<file path="config.mk">
export PLATFORM = sky130hd
export DESIGN_NAME = stopwatch_ctrl
export DESIGN_NICKNAME = d
export VERILOG_FILES = /design/src/rtl/stopwatch_pkg.sv /design/src/rtl/btn_debounce.sv /design/src/rtl/stopwatch_ctrl.sv
export SDC_FILE = /design/constraint.sdc
export NUM_CORES = 1
export LEC_CHECK = 0
export ABC_AREA = 0
export CAP_MARGIN = 20
export CORE_MARGIN = 2
export CORE_UTILIZATION = 55
export CTS_CLUSTER_SIZE = 25
export DETAILED_ROUTE_END_ITERATION = 10
export GPL_TIMING_DRIVEN = 1
export PLACE_DENSITY = 0.76
export SYNTH_ARGS = -nofsm -noshare
export SYNTH_HDL_FRONTEND = slang
export SYNTH_SLANG_ARGS = --single-unit
</file>
<file path="constraint.sdc">
create_clock -name clk -period 2.4 [get_ports clk]
set_input_delay 0.48 -clock clk [delete_from_list [all_inputs] [get_ports clk]]
set_output_delay 0.48 -clock clk [all_outputs]
set_load 0.01 [all_outputs]
</file>
<file path="src/rtl/stopwatch_pkg.sv">
// rtl/stopwatch_pkg.sv - shared state type and default timing constants for the stopwatch front end
package stopwatch_pkg;

  typedef enum logic [1:0] {
    STOPPED = 2'd0,
    RUNNING = 2'd1,
    LAP     = 2'd2
  } sw_state_t;

  localparam int DB_CYCLES_DEFAULT = 1_000_000;
  localparam int TICK_DIV_DEFAULT  = 1_000_000;

endpackage

</file>
<file path="src/rtl/btn_debounce.sv">
// rtl/btn_debounce.sv - raw button synchronizer, debounce filter and registered press pulse
module btn_debounce
  import stopwatch_pkg::*;
#(
  parameter int DB_CYCLES = DB_CYCLES_DEFAULT
) (
  input  logic clk,
  input  logic reset,
  input  logic btn_raw,
  output logic press
);

  localparam int            CW       = (DB_CYCLES > 1) ? $clog2(DB_CYCLES) : 1;
  localparam logic [CW-1:0] CNT_LAST = CW'(DB_CYCLES - 1);

  // sync_q[0] registers the pin, sync_q[2:1] is the two-flop synchronizer proper
  logic [2:0]    sync_q, sync_d;
  logic [CW-1:0] cnt_q, cnt_d;
  logic          level_q, level_d;
  logic          level_dly_q, level_dly_d;
  logic          press_q, press_d;

  // Count consecutive cycles the synced level disagrees with the accepted level; accept after DB_CYCLES
  always_comb begin
    sync_d      = {sync_q[1:0], btn_raw};
    cnt_d       = '0;
    level_d     = level_q;
    level_dly_d = level_q;
    press_d     = level_q & ~level_dly_q;
    if (sync_q[2] != level_q) begin
      if (cnt_q == CNT_LAST) begin
        level_d = sync_q[2];
      end else begin
        cnt_d = cnt_q + 1'b1;
      end
    end
  end

  // State registers; reset drops any partial debounce progress
  always_ff @(posedge clk) begin
    if (reset) begin
      sync_q      <= '0;
      cnt_q       <= '0;
      level_q     <= 1'b0;
      level_dly_q <= 1'b0;
      press_q     <= 1'b0;
    end else begin
      sync_q      <= sync_d;
      cnt_q       <= cnt_d;
      level_q     <= level_d;
      level_dly_q <= level_dly_d;
      press_q     <= press_d;
    end
  end

  assign press = press_q;

endmodule

</file>
<file path="src/rtl/stopwatch_ctrl.sv">
// rtl/stopwatch_ctrl.sv - stopwatch button conditioning, run/lap FSM and tick prescaler (lap option: STOPWATCH_LAP_EN)
module stopwatch_ctrl
  import stopwatch_pkg::*;
#(
  parameter int DB_CYCLES = DB_CYCLES_DEFAULT,
  parameter int TICK_DIV  = TICK_DIV_DEFAULT
) (
  input  logic clk,
  input  logic reset,
  input  logic btn_ss,
  input  logic btn_clr,
  input  logic btn_lap,
  output logic running,
  output logic tick,
  output logic clear,
  output logic freeze
);

  localparam int            PW       = (TICK_DIV > 1) ? $clog2(TICK_DIV) : 1;
  localparam logic [PW-1:0] PRE_LAST = PW'(TICK_DIV - 1);

  logic ss_press;
  logic clr_press;

  btn_debounce #(.DB_CYCLES(DB_CYCLES)) u_db_ss (
    .clk     (clk),
    .reset   (reset),
    .btn_raw (btn_ss),
    .press   (ss_press)
  );

  btn_debounce #(.DB_CYCLES(DB_CYCLES)) u_db_clr (
    .clk     (clk),
    .reset   (reset),
    .btn_raw (btn_clr),
    .press   (clr_press)
  );

`ifdef STOPWATCH_LAP_EN
  logic lap_press;

  btn_debounce #(.DB_CYCLES(DB_CYCLES)) u_db_lap (
    .clk     (clk),
    .reset   (reset),
    .btn_raw (btn_lap),
    .press   (lap_press)
  );
`else
  logic unused_btn_lap;
  assign unused_btn_lap = btn_lap;
`endif

  sw_state_t     state_q, state_d;
  logic [PW-1:0] pre_q, pre_d;
  logic          running_q, running_d;
  logic          tick_q, tick_d;
  logic          clear_q, clear_d;
  logic          advance;

  // Next state with ss > lap > clr priority; the prescaler only advances while running before and after the edge
  always_comb begin
    state_d = state_q;
    clear_d = 1'b0;
    case (state_q)
      STOPPED: begin
        if (ss_press) begin
          state_d = RUNNING;
        end else if (clr_press) begin
          clear_d = 1'b1;
        end
      end
      RUNNING: begin
        if (ss_press) begin
          state_d = STOPPED;
        end
`ifdef STOPWATCH_LAP_EN
        else if (lap_press) begin
          state_d = LAP;
        end
`endif
      end
`ifdef STOPWATCH_LAP_EN
      LAP: begin
        if (ss_press) begin
          state_d = STOPPED;
        end else if (lap_press) begin
          state_d = RUNNING;
        end
      end
`endif
      default: state_d = STOPPED;
    endcase

    running_d = (state_d != STOPPED);
    advance   = running_q & running_d;
    tick_d    = advance & (pre_q == PRE_LAST);

    pre_d = pre_q;
    if (clear_d) begin
      pre_d = '0;
    end else if (advance) begin
      pre_d = (pre_q == PRE_LAST) ? '0 : pre_q + 1'b1;
    end
  end

  // Control registers; every output comes straight from a flop
  always_ff @(posedge clk) begin
    if (reset) begin
      state_q   <= STOPPED;
      pre_q     <= '0;
      running_q <= 1'b0;
      tick_q    <= 1'b0;
      clear_q   <= 1'b0;
    end else begin
      state_q   <= state_d;
      pre_q     <= pre_d;
      running_q <= running_d;
      tick_q    <= tick_d;
      clear_q   <= clear_d;
    end
  end

  assign running = running_q;
  assign tick    = tick_q;
  assign clear   = clear_q;

`ifdef STOPWATCH_LAP_EN
  logic freeze_q, freeze_d;

  // Display hold follows the LAP state
  always_comb begin
    freeze_d = (state_d == LAP);
  end

  // Freeze register
  always_ff @(posedge clk) begin
    if (reset) begin
      freeze_q <= 1'b0;
    end else begin
      freeze_q <= freeze_d;
    end
  end

  assign freeze = freeze_q;
`else
  assign freeze = 1'b0;
`endif

endmodule

</file>
==> results.md <==
- The run finished with clean final reports.
- In this run the cell area measured after placement is 3500 um2.
- The number of global-route vias before repair is 2464.
- The signal on the critical path passes through or4b_1, or4_4, o21ai_4, nor2_1.
- The buffer and inverter count on the worst path is 0.
- Detailed routing placed a total of 3.08 mm of wire on met2.
- Compared with the post-synthesis result, the final layout area differs by 10.2%.
- The max-cap violation count is 0.
- The internal power of the cells is about 1.9 mW.
- The flip-flop and latch count after synthesis is 77.
- The reported leakage power is 1.14 nW.
- The number of hold violations in the final report is 0.
- Along the worst hold path, the cell count comes to 1.
- Fill cells in the final layout number 506.
- Measured against the total synthesized area, the mux share comes to 0%.
- Per report_power, the combinational group accounts for about 1.4% of the total.
- The synthesized area is roughly 3400 um2.
- Global routing used 21.2% of the available tracks.
- The clock network fraction of total power is about 45%.
- On the critical path the largest part of the delay comes from simple AND/OR/NAND/NOR gates.
- For this configuration, the core starts out at a cell density of 57.0%.
- After clock tree synthesis, the clock-pin slew on the worst setup and hold paths is approximately 0.080 ns.
- The wire-length estimate of the detail-placed layout is between 4 and 5 mm.
- The final-report setup violation count is 0.
- 9 I/O pins were placed.
- The per-cell routed wire length is 13.8 um.
- The first global-routing pass estimated between 10 and 15 mm of wire.
- Once the clock tree was built, the resizer swapped 0 gates to a different size.
- The library cell contributing the largest single delay on the critical path is or4_4.
- The path length in cells of the critical path is 4.
- The horizontal die dimension is 82.4 um.
- The overall via count from detail_route is 2736.
- The largest stage delay on the critical path is ~0.52 ns.
- Data on the critical path arrives at its endpoint at between 2 and 2.5 ns.
- For this run, the share of the core covered by cells in the final layout is 62.8%.
- With fillers left out, the area of the finished cells amounts to 3720 um2.
- The detailed-route vias per instance is between 5 and 6.
- The worst hold slack is 0.380 ns.
- The worst IR drop on VDD is 0.453 mV.
- TritonCTS built the clock tree.
- The worst register-to-register path has a depth of 4.
- For this design the ratio of total power to cell area is 648 nW/um2.
- After the last flow step, the layout net total stands at around 400.
- After layout, the worst path uses 85.1% of the clock period.
- The number of detailed-routing iterations run before antenna repair is 4.
- Of the total synthesized cell area, the portion taken by XOR and XNOR cells is 9.82%.
- After detailed routing, the wire length on met1 is 3.00 mm.
- The later pin in the worst-skew pair is clocked with a latency of 0.35 ns.
- The library cells used most frequently in the layout, excluding fill and tap cells, are dfxtp_1 (77), nor2_1 (40), a21oi_1 (25).
- 0 antenna diodes ended up in the layout.
- The startpoint of the most critical register-to-register path is u_db_ss.cnt_q[6].
- Setup repair after global routing left no endpoint under its margin.
- The analysis attributes to net switching a power of 0.502 mW.
- The peak fanout along the critical path is 19.
- The uppermost metal layer occupied by signal nets is met4.
- The tree is rooted in a clkbuf_8.
- The timing-limited maximum frequency is around 490 MHz.
- After the first detailed-routing iteration, the DRC count stood at between 100 and 150.
- The clock net in this run drives a total of 77 sinks.
- The number of enable-type register cells in the synthesized netlist is 0.
- The total power draw is 2.41 mW.
- The max-slew violation count is 0.
- STA puts the critical path data required time at 2.62 ns.
- Wire segments on met3 add up to 207 um in the final route.
- The number of buffers created by CTS is 9.
- Input and output buffers added on the ports amount to 6.
- The share of total power dissipated in sequential elements is 53.5%.
- STA classifies the critical path startpoint as a flip-flop.
- The remaining antenna violation count is 0.
- The worst hold path begins at u_db_clr.level_dly_q.
- A synthesized cell averages 8.89 um2.
- The fraction of final layout cells sized beyond drive strength 1 is 7.34%.
- The critical path in this run is classified as flip-flop to flip-flop.
- Global routing finished with a remaining overflow of 0.
- The synthesized netlist devotes around a tenth of its cell area to compound gates.
- The number of hold buffers added after cts is 0.
- The fraction of synthesis flops using an asynchronous set or reset pin is 0%.
- For this run, the number of Yosys warnings is 0.
- The maximum clock path buffer count is 2.
- The number of antenna violations at the first check in global routing was 0.
- The capturing element type of the critical path is a flip-flop.
- The simple-gate share of the synthesized area is 31.3%.
- The critical path starts at u_db_ss.cnt_q[6].
- The routed design has 6.47 mm of wire.
- The final estimated routing congestion in global placement is 0.858.
- The core area is 5920 um2.
- In this run the number of H-tree levels came out at 3.
- The sequential share of the synthesized area is 45.6%.
- The netlist uses 42 different library cells.
- The pin count of the biggest net entering global routing is 20.
- For this run, the leading register cell type out of synthesis is dfxtp_1.
- The switching power as a share of total power is 20.8%.
- The adder and majority cell fraction of the synthesized area is 1.11%.
- After synthesis, the largest family of logic cells by area is simple AND/OR/NAND/NOR gates.
- The post-CTS setup buffer count is 0.
- The die outline area is roughly 6800 um2.
- The routed design could run at a clock period as short as 2.04 ns.
- The type of the most critical hold path is flip-flop to flip-flop.
- The vertical extent of the die is 82.4 um.
- The most common library cell in the layout ignoring fill and taps is dfxtp_1.
- For the final database, setup skew stands at 0.0114 ns.
- The number of cell rows is 28.
- In the synthesized netlist, the number of instances is 380.
- The total negative setup slack is 0 ns.
- In the routed design, unresolved DRC markers number 0.
[area by class of cell]
class                      instances  area (um2)  share of cell area (%)
timing repair buffer               8        75.1                    2.02
tap                               75        93.8                    2.52
clock inverter                     6        86.3                    2.32
inverter                           9        33.8                   0.908
sequential                        77        1540                    41.4
clock buffer                      10         138                    3.70
multi-input combinational        285        1750                    47.1
[metal layers]
metal,GRT usage [%],up-vias
met2,34.7,46
met1,25.9,1281
li1,-,1392
met4,11.5,0
met5,0,-
met3,4.78,17
[worst register-to-register path, cell delays in order (launching register included)]
cell and delay (ns):
dfxtp_1 0.36, or4b_1 0.50, or4_4 0.52, o21ai_4 0.41, nor2_1 0.11
[cell usage after synthesis, types with 2 or more instances]
library cell / instances / area share [%]
o31ai_1: 8 / 1.8
xor2_1: 14 / 3.6
a21oi_1: 25 / 3.7
a31o_2: 2 / 0.52
buf_4: 2 / 0.44
and2_1: 2 / 0.37
nand3_1: 23 / 3.4
and4_1: 3 / 0.78
dfxtp_1: 77 / 46
nor2b_1: 10 / 1.9
or4_4: 2 / 0.67
and3_1: 10 / 1.9
or4_1: 12 / 2.7
xnor2_1: 22 / 5.7
nand4_1: 17 / 3.1
nand4b_1: 4 / 1.0
nor3b_1: 3 / 0.67
or3_1: 14 / 2.6
nor2_1: 40 / 4.4
clkbuf_1: 6 / 0.67
inv_1: 9 / 1.0
nor3_1: 10 / 1.5
or2_2: 2 / 0.37
ha_1: 3 / 1.1
nor4b_1: 2 / 0.52
o21ai_0: 15 / 2.2
nand2_1: 21 / 2.3
nor4_1: 8 / 1.5
[cell families after synthesis]
| family | Yosys count |
|---|---|
| buf+inv | 19 |
| flops | 77 |
| other cells | 1 |
| simple gates | 189 |
| fa+ha+maj | 3 |
| compound gates | 54 |
| xor+xnor | 37 |
[registers in the layout, summed over array words and instances, names as in the netlist]
| name | count |
|---|---|
| pre_q | 20 |
| u_db_clr.cnt_q | 20 |
| u_db_ss.cnt_q | 20 |
| u_db_clr.sync_q | 3 |
| u_db_ss.sync_q | 3 |
| state_q | 2 |
| clear | 1 |
| running | 1 |
| tick | 1 |
| u_db_clr.level_dly_d | 1 |
| u_db_clr.level_dly_q | 1 |
| u_db_clr.press | 1 |
| u_db_ss.level_dly_d | 1 |
| u_db_ss.level_dly_q | 1 |
| u_db_ss.press | 1 |
[power by group through the flow]
| stage | sequential [mW] | combinational (mW) | clock (mW) |
|---|---|---|---|
| 2_1_floorplan | 1.32 | 0.0248 | 0 |
| 3_3_place_gp | 1.32 | 0.0337 | 0 |
| 3_5_place_dp | 1.32 | 0.0339 | 0 |
| 4_1_cts | 1.29 | 0.0340 | 1.10 |
| 5_1_grt | 1.29 | 0.0374 | 1.17 |
| 6_report | 1.29 | 0.0338 | 1.09 |
[path summary, 6_finish.rpt]
check                            to  slack, ns
setup reg to reg  u_db_ss.cnt_q[12]       0.36
setup / recovery  u_db_ss.cnt_q[12]       0.36
hold reg to reg      u_db_clr.press       0.38
hold / removal       u_db_clr.press       0.38
[per-stage QoR]
step | cells | setup WS, ns
CTS | 470 | 0.341
detailed placement | 454 | 0.338
global route | 470 | 0.238
finish | 470 | 0.357
floorplan | 381 | 0.490
global placement | 454 | 0.362
No activity file was read; power rests on OpenSTA's default activity.
